<file path="config.mk">
export PLATFORM = sky130hd
export DESIGN_NAME = bit_stream_serializer_flat
export DESIGN_NICKNAME = d
export VERILOG_FILES = /design/src/rtl/ser_pkg.sv /design/src/rtl/bit_stream_serializer_if.sv /design/src/rtl/ser_hold_buf.sv /design/src/rtl/bit_stream_serializer.sv /design/src/flat_wrapper.sv
export SDC_FILE = /design/constraint.sdc
export NUM_CORES = 1
export LEC_CHECK = 0
export BUFFER_PORTS_ARGS = -buffer_cell sky130_fd_sc_hd__buf_2
export CORE_UTILIZATION = 62
export CTS_CLUSTER_SIZE = 40
export DETAILED_ROUTE_END_ITERATION = 6
export HOLD_SLACK_MARGIN = 0.05
export PLACE_DENSITY_LB_ADDON = 0.12
export SLEW_MARGIN = 40
export SYNTH_ARGS = -nofsm -noshare
export SYNTH_HDL_FRONTEND = slang
export SYNTH_SLANG_ARGS = --single-unit
export TNS_END_PERCENT = 30
</file>
<file path="constraint.sdc">
create_clock -name clk -period 4.7 [get_ports clk]
set_input_delay 0.94 -clock clk [delete_from_list [all_inputs] [get_ports clk]]
set_output_delay 0.94 -clock clk [all_outputs]
set_load 0.03 [all_outputs]
</file>
<file path="src/rtl/ser_pkg.sv">
// rtl/ser_pkg.sv - shared types, default width and length clamp for the bit stream serializer
package ser_pkg;

    typedef enum logic {
        S_IDLE,
        S_SHIFT
    } ser_state_t;

    localparam int SER_WIDTH = 22;

    // Lengths above the word width send the whole word
    function automatic int unsigned clamp_len(input int unsigned len, input int unsigned max_len);
        return (len > max_len) ? max_len : len;
    endfunction

endpackage

</file>
<file path="src/rtl/bit_stream_serializer_if.sv">
// rtl/bit_stream_serializer_if.sv - parallel word handshake into the bit stream serializer
interface bit_stream_serializer_if
    import ser_pkg::*;
#(
    parameter int WIDTH = SER_WIDTH,
    parameter int LEN_W = $clog2(WIDTH + 1)
);

    logic [WIDTH-1:0] in_data;
    logic [LEN_W-1:0] in_len;
    logic             in_valid;
    logic             in_ready;

    modport master (
        output in_data,
        output in_len,
        output in_valid,
        input  in_ready
    );

    modport slave (
        input  in_data,
        input  in_len,
        input  in_valid,
        output in_ready
    );

endinterface

</file>
<file path="src/rtl/ser_hold_buf.sv">
// rtl/ser_hold_buf.sv - one-entry holding register for the next word while the shifter is busy
module ser_hold_buf
    import ser_pkg::*;
#(
    parameter int WIDTH = SER_WIDTH,
    parameter int LEN_W = $clog2(WIDTH + 1)
) (
    input  logic             clk,
    input  logic             reset,
    input  logic             clear,
    input  logic             load,
    input  logic             drain,
    input  logic [WIDTH-1:0] load_data,
    input  logic [LEN_W-1:0] load_len,
    output logic             full,
    output logic [WIDTH-1:0] data,
    output logic [LEN_W-1:0] len
);

    // Clear wins; a load in the same cycle as a drain refills the entry
    always_ff @(posedge clk or negedge reset) begin
        if (!reset) begin
            full <= 1'b0;
            data <= '0;
            len  <= '0;
        end else if (clear) begin
            full <= 1'b0;
            data <= '0;
            len  <= '0;
        end else if (load) begin
            full <= 1'b1;
            data <= load_data;
            len  <= load_len;
        end else if (drain) begin
            full <= 1'b0;
        end
    end

endmodule

</file>
<file path="src/rtl/bit_stream_serializer.sv">
// rtl/bit_stream_serializer.sv - parallel word to 1-bit serial stream; SER_LSB_FIRST_EN selects LSB-first
module bit_stream_serializer
    import ser_pkg::*;
#(
    parameter int   WIDTH    = SER_WIDTH,
    parameter int   LEN_W    = $clog2(WIDTH + 1),
    parameter logic IDLE_VAL = 1'b0
) (
    input  logic                          clk,
    input  logic                          reset,
    bit_stream_serializer_if.slave        bus,
    input  logic                          abort,
    output logic                          x_out,
    output logic                          x_valid,
    output logic                          busy
);

    ser_state_t       state_q, state_d;
    logic [WIDTH-1:0] shreg_q, shreg_d;
    logic [LEN_W-1:0] cnt_q, cnt_d;
    logic             rdy_en_q;

    logic             hold_full;
    logic [WIDTH-1:0] hold_data;
    logic [LEN_W-1:0] hold_len;
    logic             hold_load;
    logic             hold_drain;

    logic [LEN_W-1:0] in_len_c;
    logic             accept;
    logic             take_word;
    logic             last_bit;
    logic [WIDTH-1:0] shifted;
    logic             cur_bit;

`ifdef SER_LSB_FIRST_EN
    assign shifted = shreg_q >> 1;
    assign cur_bit = shreg_q[0];
`else
    assign shifted = shreg_q << 1;
    assign cur_bit = shreg_q[WIDTH-1];
`endif

    assign in_len_c     = LEN_W'(clamp_len(32'(bus.in_len), WIDTH));
    assign bus.in_ready = rdy_en_q & ~hold_full;
    // An offered word during abort is dropped, not accepted
    assign accept       = bus.in_valid & bus.in_ready & ~abort;
    // Zero-length words complete the handshake but are never stored
    assign take_word    = accept && (in_len_c != '0);
    assign last_bit     = (state_q == S_SHIFT) && (cnt_q == LEN_W'(1));

    assign x_valid = (state_q == S_SHIFT);
    assign x_out   = (state_q == S_SHIFT) ? cur_bit : IDLE_VAL;
    assign busy    = (state_q == S_SHIFT) | hold_full;

    // Holds in_ready low through reset and for the first edge after release
    always_ff @(posedge clk or negedge reset) begin
        if (!reset) begin
            rdy_en_q <= 1'b0;
        end else begin
            rdy_en_q <= 1'b1;
        end
    end

    // FSM, shifter and bit counter registers
    always_ff @(posedge clk or negedge reset) begin
        if (!reset) begin
            state_q <= S_IDLE;
            shreg_q <= '0;
            cnt_q   <= '0;
        end else begin
            state_q <= state_d;
            shreg_q <= shreg_d;
            cnt_q   <= cnt_d;
        end
    end

    // Next state: load, shift, or chain the next word on the last bit without a gap
    always_comb begin
        state_d    = state_q;
        shreg_d    = shreg_q;
        cnt_d      = cnt_q;
        hold_load  = 1'b0;
        hold_drain = 1'b0;
        if (abort) begin
            state_d = S_IDLE;
            shreg_d = '0;
            cnt_d   = '0;
        end else begin
            case (state_q)
                S_IDLE: begin
                    if (take_word) begin
                        shreg_d = bus.in_data;
                        cnt_d   = in_len_c;
                        state_d = S_SHIFT;
                    end
                end
                S_SHIFT: begin
                    if (last_bit) begin
                        if (hold_full) begin
                            shreg_d    = hold_data;
                            cnt_d      = hold_len;
                            hold_drain = 1'b1;
                            hold_load  = take_word;
                        end else if (take_word) begin
                            shreg_d = bus.in_data;
                            cnt_d   = in_len_c;
                        end else begin
                            state_d = S_IDLE;
                            shreg_d = '0;
                            cnt_d   = '0;
                        end
                    end else begin
                        shreg_d   = shifted;
                        cnt_d     = cnt_q - LEN_W'(1);
                        hold_load = take_word;
                    end
                end
                default: begin
                    state_d = S_IDLE;
                end
            endcase
        end
    end

    ser_hold_buf #(
        .WIDTH (WIDTH),
        .LEN_W (LEN_W)
    ) u_hold (
        .clk       (clk),
        .reset     (reset),
        .clear     (abort),
        .load      (hold_load),
        .drain     (hold_drain),
        .load_data (bus.in_data),
        .load_len  (in_len_c),
        .full      (hold_full),
        .data      (hold_data),
        .len       (hold_len)
    );

endmodule

</file>
<file path="src/flat_wrapper.sv">
// flat-port wrapper written by rule: the top's interface ports become plain ports
module bit_stream_serializer_flat import ser_pkg::*;
#(
    parameter int   WIDTH    = SER_WIDTH,
    parameter int   LEN_W    = $clog2(WIDTH + 1),
    parameter logic IDLE_VAL = 1'b0
)
  (clk, reset, abort, x_out, x_valid, busy, bus_in_data, bus_in_len, bus_in_valid, bus_in_ready);
  bit_stream_serializer_if #(.WIDTH(WIDTH), .LEN_W(LEN_W)) bus_i ();
  input  logic clk;
  input  logic reset;
  input  logic abort;
  output logic x_out;
  output logic x_valid;
  output logic busy;
  input wire logic [$bits(bus_i.in_data)-1:0] bus_in_data;
  input wire logic [$bits(bus_i.in_len)-1:0] bus_in_len;
  input wire logic [$bits(bus_i.in_valid)-1:0] bus_in_valid;
  output wire logic [$bits(bus_i.in_ready)-1:0] bus_in_ready;
  assign bus_i.in_data = bus_in_data;
  assign bus_i.in_len = bus_in_len;
  assign bus_i.in_valid = bus_in_valid;
  assign bus_in_ready = bus_i.in_ready;
  bit_stream_serializer #(.WIDTH(WIDTH), .LEN_W(LEN_W), .IDLE_VAL(IDLE_VAL)) u_core (.clk(clk), .reset(reset), .bus(bus_i), .abort(abort), .x_out(x_out), .x_valid(x_valid), .busy(busy));
endmodule
</file>
=== Yosys cells after proc, flatten, opt, wreduce, memory -nomap -nowiden ===
Cells that the tools add are included.

* Flip-flop bits (word level): 57
* Memory bits (read-only): 0
* Bits in writable memories: 0
* Memories: 0
* Latch bits: 0

* Reductions and logical operators: 5
* $add $sub $neg: 1
* $lt $le $gt $ge: 1
* Multipliers: 0
* Multiplexer cells: 34
* Shifts and indexed selects: 0
* Eq/ne operators: 2
* Divide/modulo/power cells: 0
* Bitwise logic cells: 7

{| class="wikitable"
|+ Operators with widths
! kind !! count
|-
| 2-to-1 mux 22 bit || 7
|-
| case mux 22 bit (2 select lines) || 1
|-
| 2-to-1 mux 5 bit || 8
|-
| 2-to-1 mux 1 bit || 16
|-
| case mux 5 bit (2 select lines) || 1
|-
| equality test 5 x 1 -> 1 bit (second input constant) || 1
|-
| > comparator 5 bit (second input constant) || 1
|-
| nonzero test 5 bit || 1
|-
| subtractor 5 x 1 -> 5 bit (second input constant) || 1
|-
| bitwise AND 1 bit || 3
|-
| inequality test 3 x 2 -> 1 bit (second input constant) || 1
|-
| NOT 1 bit || 3
|-
| nonzero test 3 bit || 1
|-
| logical AND 1 bit || 2
|-
| case mux 1 bit (2 select lines) || 1
|-
| nonzero test 2 bit || 1
|-
| bitwise OR 1 bit || 1
|}

=== Logic depth before layout (Yosys ltp) ===
* Depth in word-level cells: 11
* Mapped depth: 9

=== Hierarchy ===
Synthesis repeated with hierarchy kept, for this count alone.

* Cell total of the unflattened synthesis: 248
* Area total of the unflattened synthesis: 2,962.8 sq um

{| class="wikitable"
|+ By module, submodules not included
! module !! cells each !! area each (sq um) !! instances
|-
| bit_stream_serializer || 157 || 1,809.2 || 1
|-
| ser_hold_buf || 91 || 1,153.6 || 1
|}

=== Worst setup path before layout ===
No wires, ideal clock.

* Path type: input port to flip-flop
* Start: input port bus_in_len[4]
* End: register u_core.cnt_q[0]
* Stages: 6
* Setup time: 123 ps
* Buffers on the path: 0
* Slack: 2,381 ps
* Required time: 4,577 ps
* Arrival: 2,196 ps
* Cells stage by stage: or4_4 o21ai_4 a21o_4 inv_2 o311a_1 o221a_2

* Longest elaborated chain between the ends: 9
* Elaborated cells on any way between the ends: 11

{| class="wikitable"
|+ RTL lines
! element !! line !! RTL
|-
| start: declaration || flat_wrapper.sv:17 || <nowiki>input wire logic [$bits(bus_i.in_len)-1:0] bus_in_len;</nowiki>
|-
| > comparator 5 bit || ser_pkg.sv:13 || <nowiki>return (len > max_len) ? max_len : len;</nowiki>
|-
| 2-to-1 mux 5 bit (*) || ser_pkg.sv:13 ||
|-
| nonzero test 5 bit || bit_stream_serializer.sv:49 || <nowiki>assign take_word = accept && (in_len_c != '0);</nowiki>
|-
| logical AND 1 bit || bit_stream_serializer.sv:49 ||
|-
| 2-to-1 mux 5 bit || bit_stream_serializer.sv:105 || <nowiki>end else if (take_word) begin</nowiki>
|-
| 2-to-1 mux 5 bit || bit_stream_serializer.sv:100 || <nowiki>if (hold_full) begin</nowiki>
|-
| 2-to-1 mux 5 bit || bit_stream_serializer.sv:99 || <nowiki>if (last_bit) begin</nowiki>
|-
| case mux 5 bit (2 select lines) || bit_stream_serializer.sv:90 || <nowiki>case (state_q)</nowiki>
|-
| 2-to-1 mux 5 bit || bit_stream_serializer.sv:85 || <nowiki>if (abort) begin</nowiki>
|-
| end signal: assignment || bit_stream_serializer.sv:74 || <nowiki>cnt_q <= cnt_d;</nowiki>
|-
| end: declaration || bit_stream_serializer.sv:20 || <nowiki>logic [LEN_W-1:0] cnt_q, cnt_d;</nowiki>
|}

Mark *: on every way between the ends. The rest lies on a longest branch, timed or not. The select of a mux whose other input is x is not followed.
A chain may end at the register's enable or synchronous reset.

=== Worst setup path after layout ===
* Start: register u_core.cnt_q[1]
* End: register u_core.u_hold.data[5]

* Longest elaborated chain between the ends: 6

{| class="wikitable"
|+ RTL lines
! element !! line !! RTL
|-
| equality test 5 x 1 -> 1 bit || bit_stream_serializer.sv:50 || <nowiki>assign last_bit = (state_q == S_SHIFT) && (cnt_q == LEN_W'(1));</nowiki>
|-
| logical AND 1 bit || bit_stream_serializer.sv:50 ||
|-
| 2-to-1 mux 1 bit || bit_stream_serializer.sv:99 ||
|-
| 2-to-1 mux 1 bit || bit_stream_serializer.sv:90 ||
|-
| 2-to-1 mux 1 bit || bit_stream_serializer.sv:85 ||
|-
| nonzero test 2 bit (no source line) || - ||
|-
| end signal: assignment || ser_hold_buf.sv:32 || <nowiki>data <= load_data;</nowiki>
|-
| end: declaration || ser_hold_buf.sv:16 || <nowiki>output logic [WIDTH-1:0] data,</nowiki>
|}

No other way between the ends.

==> qor.yml <==
outcome: "finished with violations"
violations: "DRC"
drtIter0Drc: 334
wl_per_cell_um: 17.2
cts_made_buffers: 9
grt_pass1_vias: 2293
overflow: 0
clkTransAtPathRegs_ps: 70
synth_area_per_cell_um2: 9.61
p_leak_uw: 0.00148
vias_per_cell: 6.32
ctsResizeCount: 0
grt_pass1_wl_um: 10900
fill_cells: 313
syn_to_final_growth_pct: 12.0
period_share_pct: 56.3
clock.fmax_mhz: 378
yosysUniqueCellTypes: 44
rsz0062_at_grt: "no"
critPathMaxStageDelay_ps: 580
critPathKind: "reg -> reg"
internal-power_uw: 819
clock-sinks: 57
vdd.ir_drop.worst_uv: 299
fin_area_mm2: 0.00313
placedCellCount: 359
crit_fanout: 32
grt_antenna_before_repair: 0
fin_nets: 351
clkPwrFrac_pct: 41.2
stdcell_count: 375
cellPowerDensity_mw_per_mm2: 355
worstPathArrival_ps: 2900
switching_power_uw: 294
layout_commonest_cell: "nand2_1"
period_minus_slack_ps: 2650
drtPass1Iterations: 7
setup_viol: 0
cts_setup_buffers: 0
start_kind: "flip-flop"
dp_hpwl_um: 3800
clockRootBuffer: "clkbuf_8"
grt_max_degree: 38
swShare_pct: 26.4
yosys_warnings: 0
design.die.area_mm2: 0.00478
num_antenna_cells: 0
die_width_um: 69.2
start_util_pct: 64.2
io_buffer_count: 34
crit_chain: "inv_1 -> ha_1 -> nor4b_2 -> a21o_1 -> buf_4 -> or2_2 -> nand2_1 -> a21oi_1"
cts_buffer_depth: 2
ys_seq_elements: 57
ant_nets: 0
fin_ws_ps: 2050
synth_seq_area_share_pct: 51.0
place_ws_ps: 1920
clock_skew_ps: 13.8
ctsHoldBuffers: 0
clock_latency_ps: 340
chipHeight_um: 69.2
crit_buf_inv: 2
crit_path_top_delay_cell: "or2_2"
io_pins: 35
slew_violations: 0
rows: 24
final_hold_viol_count: 0
netlist_area_mm2: 0.00280
r2r_setup_slack_ps: 2050
slew_headroom_pct: 60.2
power_frac_comb_pct: 11.5
htree_levels: 3
fin_setup_tns_ps: 0
cp_top_family: "simple AND/OR/NAND/NOR gates"
p_seq_share_pct: 47.3
crit_path_end_kind: "flip-flop"
syn_inst: 291
place_congestion: 0.837
grt_use_total_pct: 29.6
synth_nets: 324
worst_ep_required_time_ps: 4950
hold_path.class: "reg -> reg"
worstMarginPinSlew_ps: 598
final_cell_mix: "76 x nand2_1, 57 x dfrtp_1, 33 x buf_2, 26 x o21ai_0, 23 x nand3b_1"
core_region_area_mm2: 0.00435
drcViolationCount: 3
cap_violations: 0
cts_tree: "done"
drive_gt1_share_pct: 19.5
hold_ws_ps: 486
drt_wl_total_um: 6430
num_vias: 2370
dpl-instance-area_mm2: 0.00294
synth_stat cells:
master | instances | share of area [%]
nand2_1 | 76 | 10
dfrtp_1 | 57 | 51
o21ai_0 | 26 | 4.7
nand3b_1 | 23 | 6.2
a222oi_1 | 21 | 7.5
a21oi_1 | 14 | 2.5
inv_1 | 7 | 0.94
buf_2 | 6 | 1.1
clkbuf_1 | 6 | 0.81
buf_4 | 5 | 1.3
nor2_1 | 5 | 0.67
o21ai_1 | 5 | 0.89
buf_6 | 3 | 1.2
a21o_1 | 2 | 0.54
a22oi_1 | 2 | 0.54
and2_1 | 2 | 0.45
clkbuf_2 | 2 | 0.36
ha_1 | 2 | 0.89
o22ai_1 | 2 | 0.45
a21boi_0 | 1 | 0.27
a21o_4 | 1 | 0.54
a221oi_1 | 1 | 0.31
a22o_1 | 1 | 0.31
a311oi_1 | 1 | 0.31
a32oi_1 | 1 | 0.31
a41o_1 | 1 | 0.36
and4bb_2 | 1 | 0.45
conb_1 | 1 | 0.13
inv_2 | 1 | 0.13
nand2b_1 | 1 | 0.22
nand3_1 | 1 | 0.18
nor2_2 | 1 | 0.22
nor2b_1 | 1 | 0.22
nor3_1 | 1 | 0.18
nor3b_1 | 1 | 0.27
nor4_1 | 1 | 0.22
nor4b_2 | 1 | 0.54
o2111ai_1 | 1 | 0.31
o21ai_4 | 1 | 0.58
o221a_2 | 1 | 0.40
o311a_1 | 1 | 0.36
o32ai_1 | 1 | 0.31
or2_1 | 1 | 0.22
or4_4 | 1 | 0.40
power groups by stage:
stage          logic, uW  clock network, uW  registers, uW
2_1_floorplan       85.9                  0            531
3_3_place_gp         125                  0            534
3_5_place_dp         127                  0            535
4_1_cts              128                467            526
5_1_grt              143                485            528
6_report             128                459            527
stage by stage:
| stage | power (uW) | utilization, % |
|---|---|---|
| finish | 1110 | 72.0 |
| CTS | 1120 | 72.0 |
| floorplan | 617 | - |
| global placement | 660 | 67.2 |
| detailed placement | 662 | 67.4 |
| global route | 1160 | 72.0 |
cell families (layout without fill, tap and decap cells):
kind of cell / count (synthesis) / after routing / share of synthesized area, %
adders and majority gates: 2 / 2 / 0.895
DFF: 57 / 57 / 51.0
and+or+nand+nor: 117 / 117 / 20.6
other: 1 / 1 / 0.134
AOI/OAI and AO/OA: 84 / 84 / 21.5
buffers and inverters: 30 / 62 / 5.86
sequential cells by signal, indices dropped and copies added (netlist names):
signal	flops
u_core.u_hold.len	5
u_core.u_hold.data	22
u_core.shreg_q	22
u_core.rdy_en_q	1
u_core.u_hold.full	1
u_core.cnt_q	5
u_core.x_valid	1
worst reg2reg max path, delay by kind of cell, from the launching register on:
| family | cells | cell delay (ps) |
|---|---|---|
| buf+inv | 2 | 450 |
| simple gates | 3 | 1160 |
| compound gates | 2 | 360 |
| flops | 1 | 400 |
| fa+ha+maj | 1 | 210 |
final timing paths:
path / endpoint / cells after the start / startpoint
max: u_core.u_hold.data[5] / 8 / u_core.cnt_q[1]
min: u_core.shreg_q[18] / 2 / u_core.shreg_q[18]
max reg2reg: u_core.u_hold.data[5] / 8 / u_core.cnt_q[1]
min reg2reg: u_core.shreg_q[18] / 2 / u_core.shreg_q[18]
max in group asynchronous: u_core.u_hold.data[11] / 2 / reset
min in group asynchronous: u_core.u_hold.len[4] / 1 / reset
layer usage:
metal | part of all wire (%) | track usage [%]
met5 | 0 | 0
met4 | 1.6 | 11.1
met3 | 5.5 | 7.31
met2 | 47 | 44.4
met1 | 46 | 42.1
final cells by class:
cell class                      count  area, um^2  area share (%)
Multi-Input combinational cell    204        1210            38.7
Tap cell                           52        65.1            2.08
Timing Repair Buffer               38         203            6.47
Clock buffer                       11         141            4.51
Inverter                            8        30.0           0.958
Sequential cell                    57        1430            45.5
Clock inverter                      5        55.1            1.76
Note: power is estimated with default switching activity, not from simulation.
